===== config.mk =====
export PLATFORM = sky130hd
export DESIGN_NAME = pll_lock_supervisor
export DESIGN_NICKNAME = d
export VERILOG_FILES = /design/src/rtl/pll_lock_supervisor.sv
export SDC_FILE = /design/constraint.sdc
export NUM_CORES = 1
export LEC_CHECK = 0
export CAP_MARGIN = 20
export CORE_ASPECT_RATIO = 1.25
export CORE_MARGIN = 2
export CORE_UTILIZATION = 55
export DETAILED_ROUTE_END_ITERATION = 10
export GPL_ROUTABILITY_DRIVEN = 0
export PLACE_DENSITY_LB_ADDON = 0.2
export SYNTH_ARGS = -nofsm -noshare
export SYNTH_HDL_FRONTEND = slang
export SYNTH_SLANG_ARGS = --single-unit

===== constraint.sdc =====
create_clock -name REFERENCECLK -period 3.3 [get_ports REFERENCECLK]
set_input_delay 0.495 -clock REFERENCECLK [delete_from_list [all_inputs] [get_ports REFERENCECLK]]
set_output_delay 0.495 -clock REFERENCECLK [all_outputs]
set_load 0.1 [all_outputs]

===== src/rtl/pll_lock_supervisor.sv =====
// PLL lock supervisor: pulses PLL reset, qualifies a synchronised LOCK as
// stable, then releases downstream reset. Lock timeouts and unstable locks
// are retried a bounded number of times before falling back to bypass.
//
// state     | meaning
// ----------+-----------------------------------------------------------
// ST_RST    | PLL held in reset for RESET_CYCLES, downstream in reset
// ST_WAIT   | PLL released, waiting for synchronised lock (with timeout)
// ST_STABLE | counting consecutive lock cycles before declaring good
// ST_RUN    | clock good, downstream reset released
// ST_FLT    | retries exhausted, running on bypassed reference clock
// ST_BYP    | forced bypass requested by FORCE_BYPASS
module pll_lock_supervisor #(
  parameter int RESET_CYCLES       = 16,
  parameter int LOCK_TIMEOUT       = 65535,
  parameter int LOCK_STABLE_CYCLES = 1024,
  parameter int MAX_RETRIES        = 3,
  parameter int CNT_W              = 16,
  parameter int RETRY_W            = 2
) (
  input  logic               REFERENCECLK,
  input  logic               RESET,
  input  logic               PLL_LOCK,
  input  logic               FORCE_BYPASS,
  input  logic               CLEAR_FAULT,
  output logic               PLL_RESETB,
  output logic               PLL_BYPASS,
  output logic               SYS_RESET,
  output logic               CLK_GOOD,
  output logic               LOCK_LOST,
  output logic               FAULT,
  output logic [RETRY_W-1:0] RETRY_COUNT
);

  typedef enum logic [2:0] {
    ST_RST    = 3'd0,
    ST_WAIT   = 3'd1,
    ST_STABLE = 3'd2,
    ST_RUN    = 3'd3,
    ST_FLT    = 3'd4,
    ST_BYP    = 3'd5
  } state_t;

  localparam logic [CNT_W-1:0]   RST_LAST  = CNT_W'(RESET_CYCLES - 1);
  localparam logic [CNT_W-1:0]   TO_LAST   = CNT_W'(LOCK_TIMEOUT - 1);
  localparam logic [CNT_W-1:0]   STB_LAST  = CNT_W'(LOCK_STABLE_CYCLES - 1);
  localparam logic [CNT_W-1:0]   CNT_MAX   = '1;
  localparam logic [RETRY_W-1:0] RETRY_MAX = RETRY_W'(MAX_RETRIES);

  state_t               state, state_nxt;
  logic [CNT_W-1:0]     timer, timer_nxt, timer_inc;
  logic [RETRY_W-1:0]   retry_nxt;
  logic [1:0]           lock_sync;
  logic                 lock_s;
  logic                 fail;
  logic                 lost_evt;
  logic                 resetb_nxt, bypass_nxt, sys_reset_nxt;
  logic                 clk_good_nxt, lock_lost_nxt, fault_nxt;

  assign lock_s    = lock_sync[1];
  // Timer saturates rather than wrapping so a stuck state never re-arms a compare.
  assign timer_inc = (timer == CNT_MAX) ? timer : timer + CNT_W'(1);

  // Two-flop synchroniser for the asynchronous PLL LOCK output.
  always_ff @(posedge REFERENCECLK) begin
    if (RESET) lock_sync <= '0;
    else       lock_sync <= {lock_sync[0], PLL_LOCK};
  end

  // State, timer, retry counter and registered outputs.
  always_ff @(posedge REFERENCECLK) begin
    if (RESET) begin
      state       <= ST_RST;
      timer       <= '0;
      RETRY_COUNT <= '0;
      PLL_RESETB  <= 1'b0;
      PLL_BYPASS  <= 1'b0;
      SYS_RESET   <= 1'b1;
      CLK_GOOD    <= 1'b0;
      LOCK_LOST   <= 1'b0;
      FAULT       <= 1'b0;
    end else begin
      state       <= state_nxt;
      timer       <= timer_nxt;
      RETRY_COUNT <= retry_nxt;
      PLL_RESETB  <= resetb_nxt;
      PLL_BYPASS  <= bypass_nxt;
      SYS_RESET   <= sys_reset_nxt;
      CLK_GOOD    <= clk_good_nxt;
      LOCK_LOST   <= lock_lost_nxt;
      FAULT       <= fault_nxt;
    end
  end

  // Next state, timer and retry count; forced bypass overrides the sequencer.
  always_comb begin
    state_nxt = state;
    timer_nxt = timer_inc;
    retry_nxt = RETRY_COUNT;
    fail      = 1'b0;
    lost_evt  = 1'b0;
    if (FORCE_BYPASS) begin
      state_nxt = ST_BYP;
      timer_nxt = '0;
    end else begin
      case (state)
        ST_RST: begin
          if (timer >= RST_LAST) begin
            state_nxt = ST_WAIT;
            timer_nxt = '0;
          end
        end
        ST_WAIT: begin
          if (lock_s) begin
            state_nxt = ST_STABLE;
            timer_nxt = '0;
          end else if (timer >= TO_LAST) begin
            fail = 1'b1;
          end
        end
        ST_STABLE: begin
          // A lock drop on the completing cycle still counts as a failure.
          if (!lock_s) begin
            fail = 1'b1;
          end else if (timer >= STB_LAST) begin
            state_nxt = ST_RUN;
            timer_nxt = '0;
            retry_nxt = '0;
          end
        end
        ST_RUN: begin
          timer_nxt = '0;
          if (!lock_s) begin
            state_nxt = ST_RST;
            lost_evt  = 1'b1;
          end
        end
        ST_FLT: begin
          timer_nxt = '0;
          if (CLEAR_FAULT) begin
            state_nxt = ST_RST;
            retry_nxt = '0;
          end
        end
        ST_BYP: begin
          timer_nxt = '0;
          state_nxt = FAULT ? ST_FLT : ST_RST;
        end
        default: begin
          state_nxt = ST_RST;
          timer_nxt = '0;
        end
      endcase
      if (fail) begin
        timer_nxt = '0;
        if (RETRY_COUNT < RETRY_MAX) begin
          retry_nxt = RETRY_COUNT + RETRY_W'(1);
          state_nxt = ST_RST;
        end else begin
          state_nxt = ST_FLT;
        end
      end
    end
  end

  // Output values for the state being entered, registered on the same edge.
  always_comb begin
    resetb_nxt    = (state_nxt == ST_WAIT) || (state_nxt == ST_STABLE) ||
                    (state_nxt == ST_RUN);
    bypass_nxt    = (state_nxt == ST_FLT) || (state_nxt == ST_BYP);
    sys_reset_nxt = (state_nxt == ST_RST) || (state_nxt == ST_WAIT) ||
                    (state_nxt == ST_STABLE);
    clk_good_nxt  = (state_nxt == ST_RUN);
    fault_nxt     = (state_nxt == ST_FLT) || ((state_nxt == ST_BYP) && FAULT);
    lock_lost_nxt = LOCK_LOST || lost_evt;
  end

endmodule


==> flow_summary_export.csv, run 1 <==
group,metric,value,unit
drt,wl_per_cell,13.5,um
drt,routed-via-count,1297,
cts,htreeDepth,2,
finish,nNetsFinal,194,
setup_path,start_kind,"register",
timing,finalSetupTns,0,ns
cts,cts_root_buf,"clkbuf_4",
job,maxCapViolations,0,
synth,synth-seq-cells,29,
power_and_ir_drop,ir_worst_vdd,308,uV
placement,placedInstanceArea,1610,um2
power_and_ir_drop,powerDensity,400,nW/um2
drt,drc_errors,0,
placement,dpl.hpwl,2190,um
global_routing,grt_pass1_wl,5360,um
timing,rsz0062_at_grt,"false",
synth,synth_ff_type,"dfxtp_1",
cts,postCtsHoldBufs,0,
setup_path,path_max_fanout,5,
min_path,hold_class,"reg -> reg",
finish,multi_input_area,856,um2
setup_path,cp_top_family,"buffers and inverters",
drt,antenna_left,0,
cts,cts_sinks,29,
timing,fin_hold_ws,0.443,ns
finish,layout_commonest_cell,"dfxtp_1",
cts,cts-resized-gates,0,
setup_path,cp.arrival,1.89,ns
setup_path,required,2.80,ns
finish,final_area,1680,um2
timing,drv_slew,0,
cts,ctsLongestPathBuffers,2,
floorplan,io_pins,13,
floorplan,fp.dieH,62.0,um
global_routing,antenna_found_initial,0,
synth,async_flop_share,0,
synth,synth_warnings,0,
placement,io_buffers,12,
cts,cts.reportedPaths.clkPinSlew,0.09,ns
floorplan,die-area,3130,um2
timing,fin_crit_sh,0.723,
finish,n_fill_cell,232,
timing,max_clock_freq,419,MHz
finish,syn2layout_area_growth,13.7,%
synth,netlist_area,1480,um2
drt,drt-initial-drc-count,13,
setup_path,crit_type,"reg -> out",
finish,layout_common_cells,"dfxtp_1 (29), nor2_1 (23), nand2_1 (15)",
drt,dr.pass1.iters,4,
drt,avgViaCountPerCell,5.87,
timing,skew,0.00444,ns
finish,insertedDiodeCount,0,
finish,ff_latch_area,581,um2
cts,cts_buffers,5,
floorplan,start_util,0.564,
global_routing,grt_pass1_vias,1258,
setup_path,cp_num_buf_inv,1,
drt,wl,2990,um
finish,layout-drive-gt1-share,0.0909,
floorplan,core,2630,um2
timing,fin_crit,2.39,ns
setup_path,cpMaxStageDelayCell,"clkdlybuf4s50_1",
setup_path,slowest_delay,1.16,ns
timing,setup_viol_count_final,0,
setup_path,end_kind,"primary output",
cts,cts_tree,"done",
global_routing,grt_overflow,0,
power_and_ir_drop,p_leak,0.590,nW
synth,avgSynthCellArea,8.51,um2
timing,slew_headroom,0.345,
synth,synth_cells,174,
global_routing,grtUsageTotal,0.229,
global_routing,grt_start_max_net_pins,17,
status,status,"finished clean",
synth,synth-seq-area-share,0.392,
setup_path,cp_cell_sequence,"clkdlybuf4s50_1",
cts,cts_setup_buffers,0,
floorplan,die_width,50.4,um
power_and_ir_drop,finalPower,0.674,mW
synth,yosysUniqueCellTypes,44,
cts,clk_latency,0.33,ns
floorplan,row_count,21,
synth,synth_edf_count,0,
timing,worst_slew_pin_slew,0.980,ns
synth,synth_nets,182,
timing,hold_viol_final,0,
through the flow:
step                      cells  setup slack, ns   util
after floorplan             174             1.26      -
after global placement      213             1.02  0.614
after detailed placement    213            0.975  0.614
after CTS                   221            0.895  0.641
after global routing        221            0.721  0.641
final                       221            0.913  0.641
power by group:
| part | internal [mW] | leakage (nW) | switching, mW |
|---|---|---|---|
| combinational | 0.0226 | 0.313 | 0.0437 |
| sequential | 0.357 | 0.236 | 0.00803 |
| clock | 0.123 | 0.0413 | 0.120 |
| total | 0.502 | 0.590 | 0.171 |
Yosys cell counts, drive strengths merged, types with 4 or more instances:
cell | n | area, um2
dfxtp | 29 | 581
nor2 | 23 | 86.3
nand2 | 15 | 56.3
nand3 | 9 | 45.0
nor3 | 9 | 45.0
xor2 | 8 | 70.1
a21oi | 6 | 30.0
a31oi | 5 | 31.3
and3 | 5 | 32.5
nor2b | 5 | 31.3
clkbuf | 4 | 15.0
inv | 4 | 15.0
nand4 | 4 | 25.0
o2111ai | 4 | 35.0
o211ai | 4 | 35.0
logic make-up after synthesis:
group | after synthesis | synth area share
flip-flops | 29 | 0.392
buffers and inverters | 11 | 0.0304
XOR/XNOR | 10 | 0.0591
AO/OA/AOI/OAI | 36 | 0.198
adder cells (fa/ha/maj) | 3 | 0.0253
AND/OR/NAND/NOR | 85 | 0.295
path summary, 6_finish.rpt:
| kind | startpoint | endpoint | slack, ns | cells after the start |
|---|---|---|---|---|
| worst max register to register | timer[0] | timer[14] | 1.01 | 6 |
| worst min register to register | lock_sync[0] | lock_sync[1] | 0.44 | 1 |
| worst max-delay path | RETRY_COUNT[0] | RETRY_COUNT[0] | 0.91 | 1 |
| worst min-delay path | lock_sync[0] | lock_sync[1] | 0.44 | 1 |
sequential cells by signal (all words and copies together) (netlist names):
name         count
PLL_RESETB       1
state            3
LOCK_LOST        1
FAULT            1
timer           16
CLK_GOOD         1
lock_sync        2
RETRY_COUNT      2
PLL_BYPASS       1
SYS_RESET        1
cell type report:
class                   instances  share of cell area
repair buffers                 12              0.0713
clock buffers                   7              0.0386
well taps                      34              0.0253
multi-input cells             134               0.508
flip-flops and latches         29               0.345
clock inverters                 1             0.00297
inverters                       4             0.00892
routing by layer:
| metal | up-vias | part of all wire | track usage |
|---|---|---|---|
| met1 | 608 | 0.44 | 0.250 |
| li1 | 664 | - | - |
| met5 | - | 0 | 0 |
| met2 | 20 | 0.50 | 0.404 |
| met3 | 5 | 0.036 | 0.0718 |
| met4 | 0 | 0.021 | 0.124 |
Power figures use the tool's default switching activity.
==> run 2, diff against run 1 <==
==> constraint.sdc (replaced) <==
create_clock -name REFERENCECLK -period 2.3 [get_ports REFERENCECLK]
set_input_delay 0.345 -clock REFERENCECLK [delete_from_list [all_inputs] [get_ports REFERENCECLK]]
set_output_delay 0.345 -clock REFERENCECLK [all_outputs]
set_load 0.1 [all_outputs]
==> flow_summary_export.csv, run 2 (same netlist as run 1, synthesis figures left out) <==
group,metric,value,unit
power_and_ir_drop,p_sw,0.246,mW
finish,nNetsFinal,204,
job,maxCapViolations,0,
timing,max_clock_freq,460,MHz
timing,slew_headroom,0.681,
global_routing,grt_pass1_vias,1287,
cts,cts_setup_buffers,0,
timing,skew,0.00673,ns
global_routing,busiest_layer,"met2",
finish,syn2layout_area_growth,17.0,%
timing,fin_ws,0.128,ns
setup_path,cp_cell_sequence,"ha_1 > and3_1 > or4_4 > o31ai_2 > o211ai_4 > a311oi_1",
global_routing,grt_start_max_net_pins,17,
min_path,min_from,"lock_sync[0]",
timing,fin_crit_sh,0.944,
min_path,min_path_cells,1,
cts,clk_latency,0.32,ns
cts,cts-resized-gates,0,
timing,fin_hold_ws,0.455,ns
floorplan,io_pins,13,
drt,dr.pass1.iters,4,
setup_path,cp.arrival,2.41,ns
floorplan,die-area,3130,um2
global_routing,met3_usage,0.0646,
cts,cts_buffers,5,
setup_path,r2r_end,"timer[14]",
drt,avgViaCountPerCell,6.20,
global_routing,grt_overflow,0,
finish,layout-drive-gt1-share,0.168,
placement,dpl.hpwl,2510,um
timing,setup_viol_count_final,0,
cts,postCtsHoldBufs,0,
finish,insertedDiodeCount,0,
floorplan,die_width,50.4,um
finish,largest-register,"timer",
power_and_ir_drop,ir_worst_vdd,352,uV
setup_path,reg2reg_depth,6,
placement,io_buffers,12,
setup_path,r2r-start,"timer[0]",
setup_path,cp_top_family,"simple AND/OR/NAND/NOR gates",
setup_path,required,2.54,ns
min_path,hold_end,"lock_sync[1]",
timing,worst_slew_pin_slew,0.476,ns
global_routing,grt_pass1_wl,5710,um
drt,drt-initial-drc-count,40,
drt,wl_per_cell,14.8,um
setup_path,crit_type,"reg -> reg",
floorplan,row_count,21,
setup_path,regToRegSetupSlack,0.13,ns
status,status,"finished clean",
timing,fin_crit,2.17,ns
placement,pre_cts_ws,0.0413,ns
cts,cts_tree,"done",
floorplan,fp.dieH,62.0,um
finish,largest_reg_flops,16,
cts,cts_sinks,29,
timing,rsz0062_at_grt,"false",
timing,hold_viol_final,0,
finish,fin_util,0.660,
floorplan,start_util,0.564,
cts,htreeDepth,2,
drt,drc_errors,0,
drt,wl,3400,um
finish,layout_commonest_cell,"dfxtp_1",
min_path,hold_class,"reg -> reg",
setup_path,path_max_fanout,16,
finish,layout_common_cells,"dfxtp_1 (29), nor2_1 (23), buf_4 (18)",
power_and_ir_drop,powerDensity,542,nW/um2
cts,cts_root_buf,"clkbuf_4",
global_routing,grt_use_met2,0.464,
cts,ctsLongestPathBuffers,2,
power_and_ir_drop,seqPwrFrac,0.550,
global_routing,grtUsageTotal,0.244,
timing,finalSetupTns,0,ns
global_routing,antenna_found_initial,0,
setup_path,cp_num_buf_inv,0,
setup_path,slowest_delay,0.51,ns
floorplan,core,2630,um2
drt,antenna_left,0,
setup_path,end_kind,"register",
power_and_ir_drop,p_int,0.694,mW
finish,largest_registers,"timer (16), state (3)",
setup_path,cpMaxStageDelayCell,"or4_4",
power_and_ir_drop,p_comb_frac,0.119,
cts,cts.reportedPaths.clkPinSlew,0.09,ns
power_and_ir_drop,p_clk_frac,0.331,
drt,routed-via-count,1426,
timing,drv_slew,0,
setup_path,start_kind,"register",
power_and_ir_drop,p_leak,0.647,nW
power_and_ir_drop,switching_share,0.262,
global_routing,grtUsageMet1,0.249,
[run 2: changes by cell type in the layout (fill, tap and decap cells not counted), sizes merged]
cell           before  now
clkdlybuf4s50      12    4
clkinv              1    0
buf                 0   18
[run 2: metal layers]
layer	part of all wire	routed length (um)	vias up
li1	-	-	686
met1	0.39	1320	678
met2	0.53	1800	47
met3	0.048	163	15
met4	0.034	116	0
met5	0	0	-
[run 2: cell type report]
| cell class | count | area (um2) |
|---|---|---|
| Fill cell | 233 | 895 |
| Multi-Input combinational cell | 134 | 865 |
| Sequential cell | 29 | 581 |
| Timing Repair Buffer | 22 | 175 |
| Clock buffer | 7 | 55.1 |
| Tap cell | 34 | 42.5 |
| Inverter | 4 | 15.0 |
[run 2: per-stage QoR]
stage          area [um2]  power [mW]  std cells
3_3_place_gp         1670       0.636        223
2_1_floorplan        1480       0.608        174
5_1_grt              1730       0.978        230
6_report             1730       0.940        230
4_1_cts              1720       0.947        230
3_5_place_dp         1670       0.638        223
[run 2: worst max path at each step]
stage	from	to	slack [ns]	cells after the start
2_1_floorplan	timer[0]	PLL_RESETB	0.26	6
3_3_place_gp	timer[0]	timer[14]	0.11	6
3_5_place_dp	timer[0]	timer[14]	0.04	6
4_1_cts	timer[0]	timer[14]	0.03	6
5_1_grt	timer[0]	timer[2]	0.001	6
6_report	timer[0]	timer[14]	0.13	6
[run 2: power by group through the flow]
stage               Sequential, mW  Combinational, mW  Clock (mW)
floorplan                    0.560             0.0476           0
global placement             0.528              0.108           0
detailed placement           0.529              0.109           0
CTS                          0.517              0.109       0.321
global route                 0.518              0.119       0.341
finish                       0.517              0.112       0.312
